`config.mk`:
```
export PLATFORM = sky130hd
export DESIGN_NAME = fitbit_display_scheduler
export DESIGN_NICKNAME = d
export VERILOG_FILES = /design/src/rtl/fitbit_pkg.sv /design/src/rtl/fitbit_display_scheduler_tick_divider.sv /design/src/rtl/fitbit_display_scheduler.sv
export SDC_FILE = /design/constraint.sdc
export NUM_CORES = 1
export LEC_CHECK = 0
export ABC_AREA = 1
export ABC_CLOCK_PERIOD_IN_PS = 2100
export CAP_MARGIN = 25
export CORE_MARGIN = 4
export CORE_UTILIZATION = 45
export CTS_BUF_LIST = sky130_fd_sc_hd__clkbuf_16
export DETAILED_ROUTE_END_ITERATION = 10
export MAX_ROUTING_LAYER = met4
export PLACE_DENSITY = 0.7
export SLEW_MARGIN = 20
export SYNTH_ARGS = -nofsm -noshare
export SYNTH_HDL_FRONTEND = slang
export SYNTH_SLANG_ARGS = --single-unit
```
`constraint.sdc`:
```
create_clock -name clk -period 2.1 [get_ports clk]
set_input_delay 0.525 -clock clk [delete_from_list [all_inputs] [get_ports clk]]
set_output_delay 0.525 -clock clk [all_outputs]
set_load 0.05 [all_outputs]
```
`src/rtl/fitbit_pkg.sv`:
```
// Shared constants and helpers for the pedometer display path.
// Mode encodings, anode constants and BCD digit extraction.
package fitbit_pkg;

  localparam int DIGIT_W = 4;
  localparam logic [3:0] AN_OFF = 4'b1111;

  typedef enum logic [1:0] {
    MODE_STEPS = 2'b00,
    MODE_DIST  = 2'b01,
    MODE_RATE  = 2'b10,
    MODE_HIGH  = 2'b11
  } mode_e;

  function automatic logic [DIGIT_W-1:0] bcd_at(
    input logic [15:0] w,
    input logic [1:0]  k
  );
    return w[{k, 2'b00} +: DIGIT_W];
  endfunction

endpackage

```
`src/rtl/fitbit_display_scheduler_tick_divider.sv`:
```
// Free-running modulo-DIV counter with enable and clear.
// tick is high during the last count of each period while enabled.
module tick_divider #(
  parameter int DIV = 4
) (
  input  logic clk,
  input  logic RESET,
  input  logic en,
  input  logic clr,
  output logic tick
);

  localparam int W = (DIV > 1) ? $clog2(DIV) : 1;
  localparam logic [W-1:0] LAST = W'(DIV - 1);

  logic [W-1:0] cnt;

  assign tick = en && (cnt == LAST);

  always_ff @(posedge clk) begin
    if (RESET) begin
      cnt <= '0;
    end else if (clr) begin
      cnt <= '0;
    end else if (en) begin
      cnt <= tick ? '0 : cnt + 1'b1;
    end
  end

endmodule

```
`src/rtl/fitbit_display_scheduler.sv`:
```
// Rotates four BCD metrics onto a 4-digit multiplexed display
// with per-frame snapshots, leading-zero blanking and dp control.
module fitbit_display_scheduler
  import fitbit_pkg::*;
#(
  parameter int SCAN_DIV = 100000,
  parameter int MODE_DIV = 200000000
) (
  input  logic        clk,
  input  logic        RESET,
  input  logic        START,
  input  logic        HOLD,
  input  logic        SI,
  input  logic [15:0] step_bcd,
  input  logic [15:0] dist_bcd,
  input  logic [15:0] rate_bcd,
  input  logic [15:0] high_bcd,
  output logic [1:0]  mode,
  output logic        mode_adv,
  output logic [3:0]  an,
  output logic [3:0]  digit,
  output logic        dp
);

  logic scan_tick;
  logic mode_tick;

  tick_divider #(.DIV(SCAN_DIV)) u_scan (
    .clk   (clk),
    .RESET (RESET),
    .en    (1'b1),
    .clr   (1'b0),
    .tick  (scan_tick)
  );

  tick_divider #(.DIV(MODE_DIV)) u_mode (
    .clk   (clk),
    .RESET (RESET),
    .en    (START & ~HOLD),
    .clr   (~START),
    .tick  (mode_tick)
  );

  mode_e mode_q, mode_d;
  logic  adv_q;

  always_ff @(posedge clk) begin
    if (RESET) begin
      mode_q <= MODE_STEPS;
      adv_q  <= 1'b0;
    end else begin
      mode_q <= mode_d;
      adv_q  <= mode_tick;
    end
  end

  always_comb begin
    mode_d = mode_q;
    if (mode_tick) begin
      unique case (mode_q)
        MODE_STEPS: mode_d = MODE_DIST;
        MODE_DIST:  mode_d = MODE_RATE;
        MODE_RATE:  mode_d = MODE_HIGH;
        MODE_HIGH:  mode_d = MODE_STEPS;
        default:    mode_d = MODE_STEPS;
      endcase
    end
  end

  logic [15:0] word_sel;

  always_comb begin
    word_sel = step_bcd;
    unique case (mode_q)
      MODE_STEPS: word_sel = step_bcd;
      MODE_DIST:  word_sel = dist_bcd;
      MODE_RATE:  word_sel = rate_bcd;
      MODE_HIGH:  word_sel = high_bcd;
      default:    word_sel = step_bcd;
    endcase
  end

  // Mode travels with the shadow word so one frame is self-consistent.
  logic [1:0]  slot_q;
  logic [15:0] sh_word;
  logic        sh_si;
  mode_e       sh_mode;
  logic        frame_end;

  assign frame_end = scan_tick && (slot_q == 2'd3);

  always_ff @(posedge clk) begin
    if (RESET) begin
      slot_q  <= 2'd0;
      sh_word <= '0;
      sh_si   <= 1'b0;
      sh_mode <= MODE_STEPS;
    end else begin
      if (scan_tick) begin
        slot_q <= slot_q + 2'd1;
      end
      if (frame_end) begin
        sh_word <= word_sel;
        sh_si   <= SI;
        sh_mode <= mode_q;
      end
    end
  end

  logic [15:0]        above;
  logic               keep;
  logic               blank;
  logic [3:0]         an_d;
  logic [DIGIT_W-1:0] digit_d;
  logic               dp_d;

  always_comb begin
    above   = sh_word >> {slot_q, 2'b00};
    keep    = (sh_mode == MODE_DIST) && (slot_q == 2'd1);
    blank   = (slot_q != 2'd0) && (above == 16'h0) && !keep;
    an_d    = ~(4'b0001 << slot_q);
    digit_d = bcd_at(sh_word, slot_q);
    dp_d    = 1'b1;
    if (keep) begin
      dp_d = 1'b0;
    end
    if ((sh_mode == MODE_STEPS) && sh_si && (slot_q == 2'd0)) begin
      dp_d = 1'b0;
    end
    if (blank) begin
      an_d    = AN_OFF;
      digit_d = '0;
    end
  end

  always_ff @(posedge clk) begin
    if (RESET) begin
      an    <= AN_OFF;
      digit <= '0;
      dp    <= 1'b1;
    end else begin
      an    <= an_d;
      digit <= digit_d;
      dp    <= dp_d;
    end
  end

  assign mode     = mode_q;
  assign mode_adv = adv_q;

endmodule

```
# After elaboration in Yosys (flattened, before gate mapping)
# Index checks and enable logic that the tools add are counted.
[classes]
add_sub_neg = 3
multipliers = 0
div = 0
n_lt_le_gt_ge = 0
eq_ne = 8
shifts = 3
mux = 5
bitwise_logic = 4
reduce_logical = 16
[op_table]
columns = ["op", "count"]
rows = [
  ["one-hot mux 16 bit (4 select lines)", 1],
  ["adder 28 x 1 -> 28 bit, second input constant", 1],
  ["equality test 28 bit, second input constant", 1],
  ["two-way mux 28 bit", 1],
  ["adder 17 x 1 -> 17 bit, second input constant", 1],
  ["equality test 17 bit, second input constant", 1],
  ["zero test 16 bit", 1],
  ["variable part select 16 x 5 -> 4 bit", 1],
  [">> shifter 16 x 4 -> 16 bit", 1],
  ["one-hot mux 2 bit (4 select lines)", 1],
  ["logical AND 1 bit", 7],
  ["equality test 2 x 1 -> 1 bit, second input constant", 3],
  ["equality test 2 bit, second input constant", 3],
  ["zero test 2 bit", 3],
  ["OR reduction 2 bit", 3],
  ["inverter 4 bit", 1],
  ["<< shifter 1 x 2 -> 4 bit, first input constant", 1],
  ["adder 2 x 1 -> 2 bit, second input constant", 1],
  ["two-way mux 1 bit", 2],
  ["inverter 1 bit", 2],
  ["nonzero test 2 bit", 1],
  ["AND 1 bit", 1],
  ["zero test 1 bit", 1],
]
[totals]
reg_bits = 78
latch_bits = 0
mem_bits_rw = 0
rom_bits = 0
inputBits = 69
out_inout_bits = 12
word_cells = 50
n_memories = 0

# Logic depth before layout (Yosys ltp)
[logic_depth]
word_depth = 5
ltp_mapped = 10
depth_no_buf = 9

# Modules after synthesis
# From an unflattened synthesis, not the netlist that was laid out.
[unflattened]
cells_unflattened = 665
area_unflattened_um2 = 4436.8
[by_module_without_submodules]
columns = ["mod", "n_inst", "cells_each", "area_per_inst_um2", "seq_area_each_um2"]
rows = [
  ["fitbit_display_scheduler", 1, 273, 1821.7, 660.6],
  ["tick_divider (u_mode)", 1, 256, 1672.9, 560.5],
  ["tick_divider (u_scan)", 1, 136, 942.2, 340.3],
]

# Least setup slack after synthesis
# Ideal clock, no wire load.
[synth_path]
path_kind = "reg-to-reg"
startpoint = "reg mode_q[0] (netlist: mode[0])"
endpoint = "reg sh_word[12]"
setup_time_ps = 128
arrival_time_ps = 1802
required_ps = 1972
setup_slack_ps = 170
path_stages_with_launch = 10
n_path_buf = 1
period_less_slack_ps = 1930
path_cell_list = "dfxtp_1 inv_1 ha_1 inv_1 clkbuf_1 nand2_1 o22ai_1 nand4_1 nand2_1 nor2_1"
[synth_between]
elab_chain_cells = 2
word_cells_on_any_way = 5
classes_between = "eq/ne: 3; mux: 1; reduce/logical: 1"
[synth_lines]
columns = ["item", "line_no", "text"]
rows = [
  ["start, declared", "fitbit_display_scheduler.sv:44", "mode_e mode_q, mode_d;"],
  ["start signal, assigned", "fitbit_display_scheduler.sv:52", "mode_q <= mode_d;"],
  ["equality test 2 bit, or another cell as far along", "fitbit_display_scheduler.sv:74", "unique case (mode_q)"],
  ["one-hot mux 16 bit (4 select lines) (*)", "fitbit_display_scheduler.sv:74", ""],
  ["end signal, assigned", "fitbit_display_scheduler.sv:103", "sh_word <= word_sel;"],
  ["end, declared", "fitbit_display_scheduler.sv:85", "logic [15:0] sh_word;"],
]
# Every way passes the cells marked *; elsewhere a longest branch is shown, timed or not.
# A chain may end at the register's enable or synchronous reset.

# Worst setup path in the final report
[layout_path]
startpoint = "reg an[3]"
endpoint = "out an[3]"
[layout_rtl]
columns = ["item", "line_no", "text"]
rows = [
  ["start, declared", "fitbit_display_scheduler.sv:20", "output logic [3:0] an,"],
  ["start signal, assigned", "fitbit_display_scheduler.sv:142", "an <= an_d;"],
]
# No word-level cell between the ends.

==> impl_metrics.env <==
export IMPL_status="finished, final reports clean"
export IMPL_grt_overflow_total=0
export IMPL_synth_cell_types=35
export IMPL_via_per_inst=5.030
export IMPL_pre_cts_ws_ns=-0.003170
export IMPL_mostFrequentLayoutCells="nand2_1 (219), nor2_1 (104), dfxtp_1 (78), clkdlybuf4s50_1 (78), inv_1 (71)"
export IMPL_synthSimpleGateAreaFrac_pct=45.39
export IMPL_instances_no_fill=928
export IMPL_worst_slew_pin_slew_ns=0.7020
export IMPL_synth_edf_count=0
export IMPL_ys_seq_elements=78
export IMPL_path_cells="clkdlybuf4s50_1"
export IMPL_detailed_place_hpwl_um=8751
export IMPL_path_clk_slew_ns=0.07
export IMPL_synthAdderAreaFrac_pct=2.728
export IMPL_maxCapViolCount=0
export IMPL_finish_instance_area_um2=5839
export IMPL_synth_xor_area_share_pct=2.291
export IMPL_yosys_most_used_dff="dfxtp_1"
export IMPL_synth_top_area_share_pct=34.04
export IMPL_synth_nets=785
export IMPL_fillCellCount=920
export IMPL_grt_pass1_vias=4499
export IMPL_h_tree_depth=3
export IMPL_async_flop_share_pct=0
export IMPL_rr_startpoint="u_scan.cnt[0]"
export IMPL_cts_tree="yes"
export IMPL_cp_required_ns=1.57
export IMPL_worst_path_max_delay_cell="clkdlybuf4s50_1"
export IMPL_row_count=36
export IMPL_setup_viol=0
export IMPL_maxSlewViolCount=0
export IMPL_endpoint_kind="primary output"
export IMPL_numPortBuffers=80
export IMPL_dp_cells=912
export IMPL_max_slew_margin_rel_pct=53.20
export IMPL_drc=0
export IMPL_die_area_um2=11870
export IMPL_synth_mux_area_fraction_pct=0
export IMPL_die_w_um=109.0
export IMPL_critPathKind="reg -> out"
export IMPL_hold_viol_final=0
export IMPL_antenna_found_initial=0
export IMPL_power_density_nw_per_um2=548.7
export IMPL_cp_max_fo=1
export IMPL_postRouteWirelength_um=11700
export IMPL_netlist_top_cells_area="dfxtp_1 (34%), nand2_1 (18%), nor2_1 (8.5%), inv_1 (5.8%), nand3_1 (5.1%)"
export IMPL_place_congestion=0.9365
export IMPL_num_io_pins=81
export IMPL_synth_warning_count=0
export IMPL_grt_max_degree=33
export IMPL_firstDrtPassIters=5
export IMPL_coreArea_um2=9864
export IMPL_worst_path_buf_inv=1
export IMPL_rsz0062_at_grt="false"
export IMPL_clock_latency_ns=0.33
export IMPL_fin_skew_ns=0.007649
export IMPL_hold_class="reg -> reg"
export IMPL_post_cts_setup_buffers=0
export IMPL_yosysSeqAreaShare_pct=34.04
export IMPL_drtIter0Drc=259
export IMPL_yosysTopAreaCell="dfxtp_1"
export IMPL_final_common_cell="nand2_1"
export IMPL_antenna_cells=0
export IMPL_cts_root_buffer="clkbuf_16"
export IMPL_ctsHoldBuffers=0
export IMPL_drive_above_1_share_pct=9.182
export IMPL_synth_area_um2=4587
export IMPL_start_util_pct=46.50
export IMPL_cts_buffer_depth=2
export IMPL_num_vias=4668
export IMPL_die_h_um=109.0
export IMPL_start_kind="register"
export IMPL_cts_made_buffers=9
export IMPL_antenna_left=0
export IMPL_area_growth_pct=27.30
export IMPL_min_period_ns=1.974
export IMPL_critPathLaunch="an[3]"
export IMPL_hp_start="u_scan.cnt[0]"
export IMPL_routedWlPerCell_um=12.61
export IMPL_total_leakage_power_uw=0.002239
export IMPL_synth_top_family_by_area="simple AND/OR/NAND/NOR gates"
export IMPL_syn_area_per_cell_um2=6.497
export IMPL_finalCritPeriodShare_pct=94.01
export IMPL_dpl_cell_area_um2=5552
export IMPL_grt_use_total_pct=21.43
export IMPL_r2r_slack_ns=0.30
export IMPL_worst_path_largest_cell_delay_ns=0.80
export IMPL_synth_compound_area_share_pct=6.137
export IMPL_fmax_mhz=506.5
export IMPL_final_net_count=869
export IMPL_ir_drop_uv=340.0
export IMPL_critPathTopFamily="buffers and inverters"
export IMPL_worst_slack_ns=0.1258
export IMPL_critPathArrivalTime_ns=1.45
export IMPL_grt_pass1_wl_um=20130
export IMPL_clock_sinks=78
export IMPL_cts_resized=0
export IMPL_postSynthCellCount=706
==> layout make-up <==
class	count	area (um^2)	share of cell area, %
timing repair buffer	97	948.4	16.24
clock buffer	9	225.2	3.857
tap	133	166.4	2.850
inverter	75	281.5	4.821
multi-input combinational	529	2594	44.42
clock inverter	7	62.56	1.071
sequential	78	1562	26.74
==> Yosys cell counts, drive strengths merged (2+ instances only) <==
library cell	n
o21ai	11
xor2	5
buf	15
clkbuf	9
nand2	230
ha	10
or2	2
xnor2	7
nand3	49
nor2	118
a21oi	18
nand4	33
o21bai	2
o22ai	16
nor3	22
a31oi	2
dfxtp	78
inv	75
==> routing by layer <==
metal  GRT usage [%]  part of all wire (%)
met2           38.03                    50
met1           24.60                    42
met3           4.204                   6.8
met4           5.771                   1.2
met5               -                     0
==> per-stage QoR <==
stage               hold WS [ns]  util, %  setup TNS, ns  power [uW]
floorplan                 0.4175        -              0        1582
global placement          0.4281    56.28              0        1728
detailed placement        0.4437    56.28      -0.005852        1732
CTS                       0.4604    59.20              0        3232
global route              0.4971    59.20              0        3317
finish                    0.4577    59.20              0        3204
==> power breakdown <==
part,internal (uW),total (uW),leakage [uW],switching (uW)
logic,137,208,0.00147,71.2
registers,1490,1490,0.000629,4.52
clock network,826,1510,0.000139,680
==> flip-flops by register name (all words and copies together) (netlist names) <==
signal      count
sh_word        16
sh_si           1
digit           4
dp              1
slot_q          2
u_scan.cnt     17
an              4
sh_mode         2
mode            2
u_mode.cnt     28
mode_adv        1
==> logic make-up (layout without fill, tap and decap cells) <==
kind of cell	after synthesis	in the layout
adder cells (fa/ha/maj)	10	10
buffers and inverters	99	188
AO/OA/AOI/OAI	50	50
AND/OR/NAND/NOR	457	457
XOR/XNOR	12	12
flip-flops	78	78
==> worst paths after layout <==
path	to	cells past startpoint
max reg2reg	u_scan.cnt[11]	8
min	u_scan.cnt[0]	1
min reg2reg	u_scan.cnt[0]	1
max	an[3]	1
(Power assumes the default switching activity.)
